**config.mk**
```make
export PLATFORM = sky130hd
export DESIGN_NAME = alu_arbiter_flat
export DESIGN_NICKNAME = d
export VERILOG_FILES = /design/src/rtl/alu_arbiter_if.sv /design/src/rtl/alu_arbiter.sv /design/src/flat_wrapper.sv
export SDC_FILE = /design/constraint.sdc
export NUM_CORES = 1
export LEC_CHECK = 0
export ABC_AREA = 1
export CORE_ASPECT_RATIO = 0.75
export CORE_MARGIN = 5
export CORE_UTILIZATION = 43
export DETAILED_ROUTE_END_ITERATION = 8
export PLACE_DENSITY_LB_ADDON = 0.08
export SLEW_MARGIN = 20
export SYNTH_ARGS = -nofsm -noshare
export SYNTH_HDL_FRONTEND = slang
export SYNTH_SLANG_ARGS = --single-unit
```
**constraint.sdc**
```tcl
create_clock -name clk -period 2.8 [get_ports clk]
set_clock_uncertainty 0.05 [all_clocks]
set_input_delay 0.56 -clock clk [delete_from_list [all_inputs] [get_ports clk]]
set_output_delay 0.56 -clock clk [all_outputs]
set_load 0.01 [all_outputs]
```
**src/rtl/alu_arbiter_if.sv**
```systemverilog
// Bundle of requester handshakes, operand buses and the shared-ALU hookup
// between the two requesters and the arbiter.
interface alu_arbiter_if;
  logic        req0;
  logic [3:0]  op0;
  logic [15:0] a0;
  logic [15:0] b0;
  logic        req1;
  logic [3:0]  op1;
  logic [15:0] a1;
  logic [15:0] b1;
  logic [3:0]  alu_op;
  logic [15:0] alu_in1;
  logic [15:0] alu_in2;
  logic [15:0] alu_out;
  logic [2:0]  alu_flag;
  logic        gnt0;
  logic        gnt1;
  logic        done0;
  logic        done1;
  logic [15:0] result;
  logic [2:0]  flags;

  modport slave (
    input  req0, op0, a0, b0, req1, op1, a1, b1, alu_out, alu_flag,
    output gnt0, gnt1, done0, done1, result, flags, alu_op, alu_in1, alu_in2
  );

  modport master (
    output req0, op0, a0, b0, req1, op1, a1, b1, alu_out, alu_flag,
    input  gnt0, gnt1, done0, done1, result, flags, alu_op, alu_in1, alu_in2
  );
endinterface

```
**src/rtl/alu_arbiter.sv**
```systemverilog
// Round-robin arbiter sharing one combinational ALU between two requesters;
// each granted operation runs IDLE -> EXEC -> DONE with operands latched at grant.
module alu_arbiter (
  input  logic         clk,
  input  logic         rst,
  alu_arbiter_if.slave bus
);
  typedef enum logic [1:0] {IDLE = 2'd0, EXEC = 2'd1, DONE = 2'd2} state_t;

  state_t      state_reg, state_next;
  logic        gnt0_reg, gnt0_next;
  logic        gnt1_reg, gnt1_next;
  logic        done0_reg, done0_next;
  logic        done1_reg, done1_next;
  logic        last1_reg, last1_next;
  logic [3:0]  op_reg, op_next;
  logic [15:0] in1_reg, in1_next;
  logic [15:0] in2_reg, in2_next;
  logic [15:0] result_reg, result_next;
  logic [2:0]  flags_reg, flags_next;
  logic        win1;
  logic        exec_active;

  // Requester 1 wins when alone, or on a tie when requester 0 was served last.
  assign win1        = bus.req1 & (~bus.req0 | ~last1_reg);
  assign exec_active = (state_reg == EXEC);

  always_ff @(posedge clk) begin
    if (rst) begin
      state_reg  <= IDLE;
      gnt0_reg   <= 1'b0;
      gnt1_reg   <= 1'b0;
      done0_reg  <= 1'b0;
      done1_reg  <= 1'b0;
      last1_reg  <= 1'b1;
      op_reg     <= 4'd0;
      in1_reg    <= 16'd0;
      in2_reg    <= 16'd0;
      result_reg <= 16'd0;
      flags_reg  <= 3'b000;
    end else begin
      state_reg  <= state_next;
      gnt0_reg   <= gnt0_next;
      gnt1_reg   <= gnt1_next;
      done0_reg  <= done0_next;
      done1_reg  <= done1_next;
      last1_reg  <= last1_next;
      op_reg     <= op_next;
      in1_reg    <= in1_next;
      in2_reg    <= in2_next;
      result_reg <= result_next;
      flags_reg  <= flags_next;
    end
  end

  always_comb begin
    state_next  = state_reg;
    gnt0_next   = gnt0_reg;
    gnt1_next   = gnt1_reg;
    done0_next  = 1'b0;
    done1_next  = 1'b0;
    last1_next  = last1_reg;
    op_next     = op_reg;
    in1_next    = in1_reg;
    in2_next    = in2_reg;
    result_next = result_reg;
    flags_next  = flags_reg;
    case (state_reg)
      IDLE: begin
        if (bus.req0 | bus.req1) begin
          gnt0_next  = ~win1;
          gnt1_next  = win1;
          last1_next = win1;
          op_next    = win1 ? bus.op1 : bus.op0;
          in1_next   = win1 ? bus.a1  : bus.a0;
          in2_next   = win1 ? bus.b1  : bus.b0;
          state_next = EXEC;
        end
      end
      EXEC: begin
        result_next = bus.alu_out;
        // Only the execute stage owns the architectural flags.
        if (gnt0_reg) begin
          case (op_reg)
            4'b0000, 4'b0001: flags_next = bus.alu_flag;
            4'b0010, 4'b0100, 4'b0101,
            4'b0110, 4'b0111: flags_next[2] = bus.alu_flag[2];
            default: ;
          endcase
        end
        state_next = DONE;
      end
      DONE: begin
        done0_next = gnt0_reg;
        done1_next = gnt1_reg;
        gnt0_next  = 1'b0;
        gnt1_next  = 1'b0;
        state_next = IDLE;
      end
      default: state_next = IDLE;
    endcase
  end

  assign bus.alu_op  = exec_active ? op_reg  : 4'd0;
  assign bus.alu_in1 = exec_active ? in1_reg : 16'd0;
  assign bus.alu_in2 = exec_active ? in2_reg : 16'd0;
  assign bus.gnt0    = gnt0_reg;
  assign bus.gnt1    = gnt1_reg;
  assign bus.done0   = done0_reg;
  assign bus.done1   = done1_reg;
  assign bus.result  = result_reg;
  assign bus.flags   = flags_reg;
endmodule

```
**src/flat_wrapper.sv**
```systemverilog
// flat-port wrapper written by rule: the top's interface ports become plain ports
module alu_arbiter_flat 
  (clk, rst, bus_req0, bus_op0, bus_a0, bus_b0, bus_req1, bus_op1, bus_a1, bus_b1, bus_alu_out, bus_alu_flag, bus_gnt0, bus_gnt1, bus_done0, bus_done1, bus_result, bus_flags, bus_alu_op, bus_alu_in1, bus_alu_in2);
  alu_arbiter_if bus_i ();
  input  logic clk;
  input  logic rst;
  input wire logic [$bits(bus_i.req0)-1:0] bus_req0;
  input wire logic [$bits(bus_i.op0)-1:0] bus_op0;
  input wire logic [$bits(bus_i.a0)-1:0] bus_a0;
  input wire logic [$bits(bus_i.b0)-1:0] bus_b0;
  input wire logic [$bits(bus_i.req1)-1:0] bus_req1;
  input wire logic [$bits(bus_i.op1)-1:0] bus_op1;
  input wire logic [$bits(bus_i.a1)-1:0] bus_a1;
  input wire logic [$bits(bus_i.b1)-1:0] bus_b1;
  input wire logic [$bits(bus_i.alu_out)-1:0] bus_alu_out;
  input wire logic [$bits(bus_i.alu_flag)-1:0] bus_alu_flag;
  output wire logic [$bits(bus_i.gnt0)-1:0] bus_gnt0;
  output wire logic [$bits(bus_i.gnt1)-1:0] bus_gnt1;
  output wire logic [$bits(bus_i.done0)-1:0] bus_done0;
  output wire logic [$bits(bus_i.done1)-1:0] bus_done1;
  output wire logic [$bits(bus_i.result)-1:0] bus_result;
  output wire logic [$bits(bus_i.flags)-1:0] bus_flags;
  output wire logic [$bits(bus_i.alu_op)-1:0] bus_alu_op;
  output wire logic [$bits(bus_i.alu_in1)-1:0] bus_alu_in1;
  output wire logic [$bits(bus_i.alu_in2)-1:0] bus_alu_in2;
  assign bus_i.req0 = bus_req0;
  assign bus_i.op0 = bus_op0;
  assign bus_i.a0 = bus_a0;
  assign bus_i.b0 = bus_b0;
  assign bus_i.req1 = bus_req1;
  assign bus_i.op1 = bus_op1;
  assign bus_i.a1 = bus_a1;
  assign bus_i.b1 = bus_b1;
  assign bus_i.alu_out = bus_alu_out;
  assign bus_i.alu_flag = bus_alu_flag;
  assign bus_gnt0 = bus_i.gnt0;
  assign bus_gnt1 = bus_i.gnt1;
  assign bus_done0 = bus_i.done0;
  assign bus_done1 = bus_i.done1;
  assign bus_result = bus_i.result;
  assign bus_flags = bus_i.flags;
  assign bus_alu_op = bus_i.alu_op;
  assign bus_alu_in1 = bus_i.alu_in1;
  assign bus_alu_in2 = bus_i.alu_in2;
  alu_arbiter u_core (.clk(clk), .rst(rst), .bus(bus_i));
endmodule
```
; Word-level counts from Yosys, hierarchy flattened
; Cells that the tools add are included.
; Widths: inputs -> output; s select.
[classes]
n_eq_ne = 9
muxes = 12
n_bitwise = 7
reduce_logical = 10
[ops]
columns = operator, count
row1 = $mux 16, 4
row2 = $eq 4x3->1 const B, 4
row3 = $mux 4, 2
row4 = $reduce_or 7->1, 1
row5 = $reduce_and 3->1, 2
row6 = $eq 4x1->1 const B, 1
row7 = $eq 4x2->1 const B, 1
row8 = $logic_not 4->1, 1
row9 = $not 1->1, 4
row10 = $pmux 1 s2, 2
row11 = $pmux 2 s2, 1
row12 = $reduce_and 2->1, 2
row13 = $reduce_or 2->1, 2
row14 = $eq 2x1->1 const B, 1
row15 = $eq 2x2->1 const B, 1
row16 = $logic_not 2->1, 1
row17 = $mux 1, 2
row18 = $mux 2, 1
row19 = $ne 2x1->1 const B, 1
row20 = $or 1x1->1, 2
row21 = $reduce_bool 2->1, 1
row22 = $and 1x1->1, 1
[totals]
ff_bits = 62
inputBits = 95
out_inout_bits = 59

; Logic depth before layout (Yosys ltp)
[depth]
word_depth = 6
depth_mapped = 7
mapped_depth_nobuf = 6

; Worst setup path after synthesis
; Ideal clock, no wire load.
[synth_path]
path_kind = reg-to-output
startpoint = register u_core.state_reg[1]
endpoint = output bus_alu_in1[0]
arrival_ps = 898
setup_slack_ps = 1292
stages_incl_launch_ff = 5
path_buffers = 1
path_cell_list = dfxtp_1 -> inv_1 -> nand2_2 -> clkbuf_1 -> nor2_1
[synth_between]
elab_chain_len = 2
[synth_rtl]
columns = element, line_no
row1 = from (decl), alu_arbiter.sv:10  ; state_t state_reg, state_next;
row2 = from (signal assigned), alu_arbiter.sv:42  ; state_reg <= state_next;
row3 = $eq 2x1->1, alu_arbiter.sv:26  ; assign exec_active = (state_reg == EXEC);
row4 = $mux 16, alu_arbiter.sv:105  ; assign bus.alu_in1 = exec_active ? in1_reg : 16'd0;
row5 = to (decl), flat_wrapper.sv:24  ; output wire logic [$bits(bus_i.alu_in1)-1:0] bus_alu_in1;
; Every way passes these cells.

; Worst setup path after layout
[layout_path]
startpoint = register u_core.state_reg[0]
endpoint = output bus_alu_in1[1]
; Same word-level chain as after synthesis.

==> impl_metrics.tcl <==
set metrics [dict create \
    status "complete, no violations" \
    final_cells 696 \
    hp-class "flip-flop to flip-flop" \
    post_cts_buffers 0 \
    vias 3308 \
    synth.avg_cell_area_sq_um 6.38 \
    dp_cells 680 \
    ys_seq_area_share_pct 41.8 \
    netlist_instances 465 \
    fin_nets 702 \
    insertion_delay_ps 330 \
    fp.dieW_microns 106 \
    coreArea_sq_mm 0.00677 \
    slew_headroom_pct 57.4 \
    layout_commonest_cell "nand2_1" \
    drt_iter0_drc 152 \
    rows 26 \
    gr-total-overflow 0 \
    irDropWorstVdd_mv 0.298 \
    multi_input_area_sq_mm 0.00141 \
    cts_buffer_depth 2 \
    r2r_slack_ps 1280 \
    min_path_cells 2 \
    htree_levels 3 \
    layout_common_cells "nand2_1 (153), clkdlybuf4s50_1 (152), nor2_1 (71)" \
    start_kind "flip-flop" \
    post_drt_wl_per_cell_microns 13.3 \
    ys.warnings.count 0 \
    die_area_sq_mm 0.00868 \
    clock_sinks 62 \
    numPortBuffers 153 \
    tightestPinTransition_ps 638 \
    crit_path_end_kind "primary output" \
    drv_cap 0 \
    finalWirelength_microns 9230 \
    rr_endpoint "u_core.in2_reg[3]$_SDFFE_PP0P_" \
    drive_gt1_share_pct 5.07 \
    drc 0 \
    grt_max_degree 46 \
    synthToLayoutAreaGrowth_pct 60.3 \
    period_share_pct 89.4 \
    final_util_pct 70.3 \
    worstPathArrival_ps 1890 \
    power_leakage_nw 1.95 \
    initial_utilization_pct 43.9 \
    place_hpwl_microns 6570 \
    cts_tree "built" \
    min_to "u_core.bus.flags[0]$_SDFFE_PP0P_" \
    diodes 0 \
    fill_cells 581 \
    ant_nets 0 \
    min-delay-start "u_core.bus.flags[0]$_SDFFE_PP0P_" \
    syn_nets 560 \
    total_power_mw 2.54 \
    crit_required_ps 2190 \
    power.density_mw_per_mm2 535 \
    reg2reg_depth 5 \
    numCtsBuffers 9 \
    clkTransAtPathRegs_ps 60 \
    finalSetupViolations 0 \
    cts-root-buf "clkbuf_8" \
    track_usage_pct 21.6 \
    netlist_area_sq_mm 0.00297 \
    reg2reg_from "u_core.state_reg[0]$_SDFFE_PP0P_" \
    finalHoldViolCount 0 \
    grt_pass1_vias 3193 \
    grt_pass1_wl_microns 15100 \
    rsz0062_at_grt "no" \
    yosys.cell_types.count 19 \
    routabilityCongestion 0.834 \
    report.final.slew_viol_count 0 \
    fin_crit_ps 2500 \
    die_y_microns 82.0 \
    fin_setup_tns_ps 0 \
    regArea_sq_mm 0.00124 \
    antenna_found_initial 0 \
    crit_path_max_fanout 25 \
    fmax_ghz 0.399 \
    worstSetupPathType "flip-flop to primary output" \
    synth_seq_cells 62 \
    io_pins 154 \
    viasPerCell 4.75 \
    dr.pass1.iters 4 \
]
==> per-layer routing <==
metal | vias to the layer above | global-route usage (%) | routed length, microns
met3 | 8 | 7.62 | 750
li1 | 1723 | - | -
met4 | 0 | 5.43 | 61
met2 | 116 | 35.8 | 4360
met5 | - | 0 | 0
met1 | 1461 | 27.1 | 4060
==> worst max-delay path, cell delays in order, from the launching register on <==
cell and delay [ps]:
dfxtp_1 420, nand2_4 200, buf_4 270, nor2_1 120, clkdlybuf4s50_1 550
==> Yosys cell counts <==
master      n  area [sq um]
or2_2       1          6.26
buf_2       7          35.0
clkbuf_2    1          5.00
buf_1       2          7.51
inv_1      38           143
nor2_1     71           267
a21oi_1    41           205
clkbuf_1    6          22.5
nand3_1    44           220
nand2_1   153           574
inv_2       2          7.51
buf_4      14           105
o21ai_0    15          75.1
nor3b_1     2          15.0
o21ai_2     1          8.76
nand2_2     2          12.5
o21ai_1     1          5.00
dfxtp_1    62          1240
nor2_2      2          12.5
==> how the worst max path moves through the flow <==
stage | from | endpoint | slack [ps] | cells past startpoint
6_report | u_core.state_reg[0]$_SDFFE_PP0P_ | bus_alu_in1[1] | 300 | 4
5_1_grt | u_core.state_reg[0]$_SDFFE_PP0P_ | bus_alu_in1[2] | 140 | 4
4_1_cts | u_core.state_reg[0]$_SDFFE_PP0P_ | bus_alu_in1[3] | 140 | 4
3_5_place_dp | u_core.state_reg[1]$_SDFFE_PP0P_ | bus_alu_in1[3] | 520 | 5
3_3_place_gp | u_core.state_reg[1]$_SDFFE_PP0P_ | bus_alu_in2[7] | 570 | 5
2_1_floorplan | u_core.state_reg[1]$_SDFFE_PP0P_ | bus_alu_in1[0] | 1290 | 4
==> layout make-up <==
| cell class | count | area share (%) |
|---|---|---|
| multi-input combinational | 333 | 29.7 |
| inverter | 40 | 3.16 |
| sequential | 62 | 26.1 |
| clock buffer | 13 | 3.34 |
| tap | 84 | 2.21 |
| clock inverter | 3 | 1.89 |
| timing repair buffer | 161 | 33.6 |
==> kinds of logic (layout without fill, tap and decap cells) <==
logic type / after synthesis / in the layout / share of synthesized area (%)
simple gates: 275 / 275 / 37.3
flops: 62 / 62 / 41.8
buf+inv: 70 / 217 / 11.0
compound gates: 58 / 58 / 9.91
==> where the power goes <==
group / switching (mW) / total [mW] / internal, mW
Combinational: 0.285 / 0.574 / 0.289
Sequential: 0.0410 / 1.00 / 0.959
Clock: 0.330 / 0.972 / 0.641
==> per-stage QoR <==
| step | hold slack [ps] | instance area (sq um) | setup WS, ps |
|---|---|---|---|
| after global placement | 398 | 4500 | 570 |
| after floorplan | 379 | 2970 | 1290 |
| after CTS | 415 | 4750 | 136 |
| after detailed placement | 406 | 4500 | 522 |
| after global routing | 429 | 4760 | 137 |
| final | 416 | 4760 | 297 |
==> what timing repair did <==
item,4_1_cts,5_1_grt
endpoints found under the setup margin,0,5
gates resized for setup,0,1
hold buffers,0,0
(Power assumes the default switching activity.)
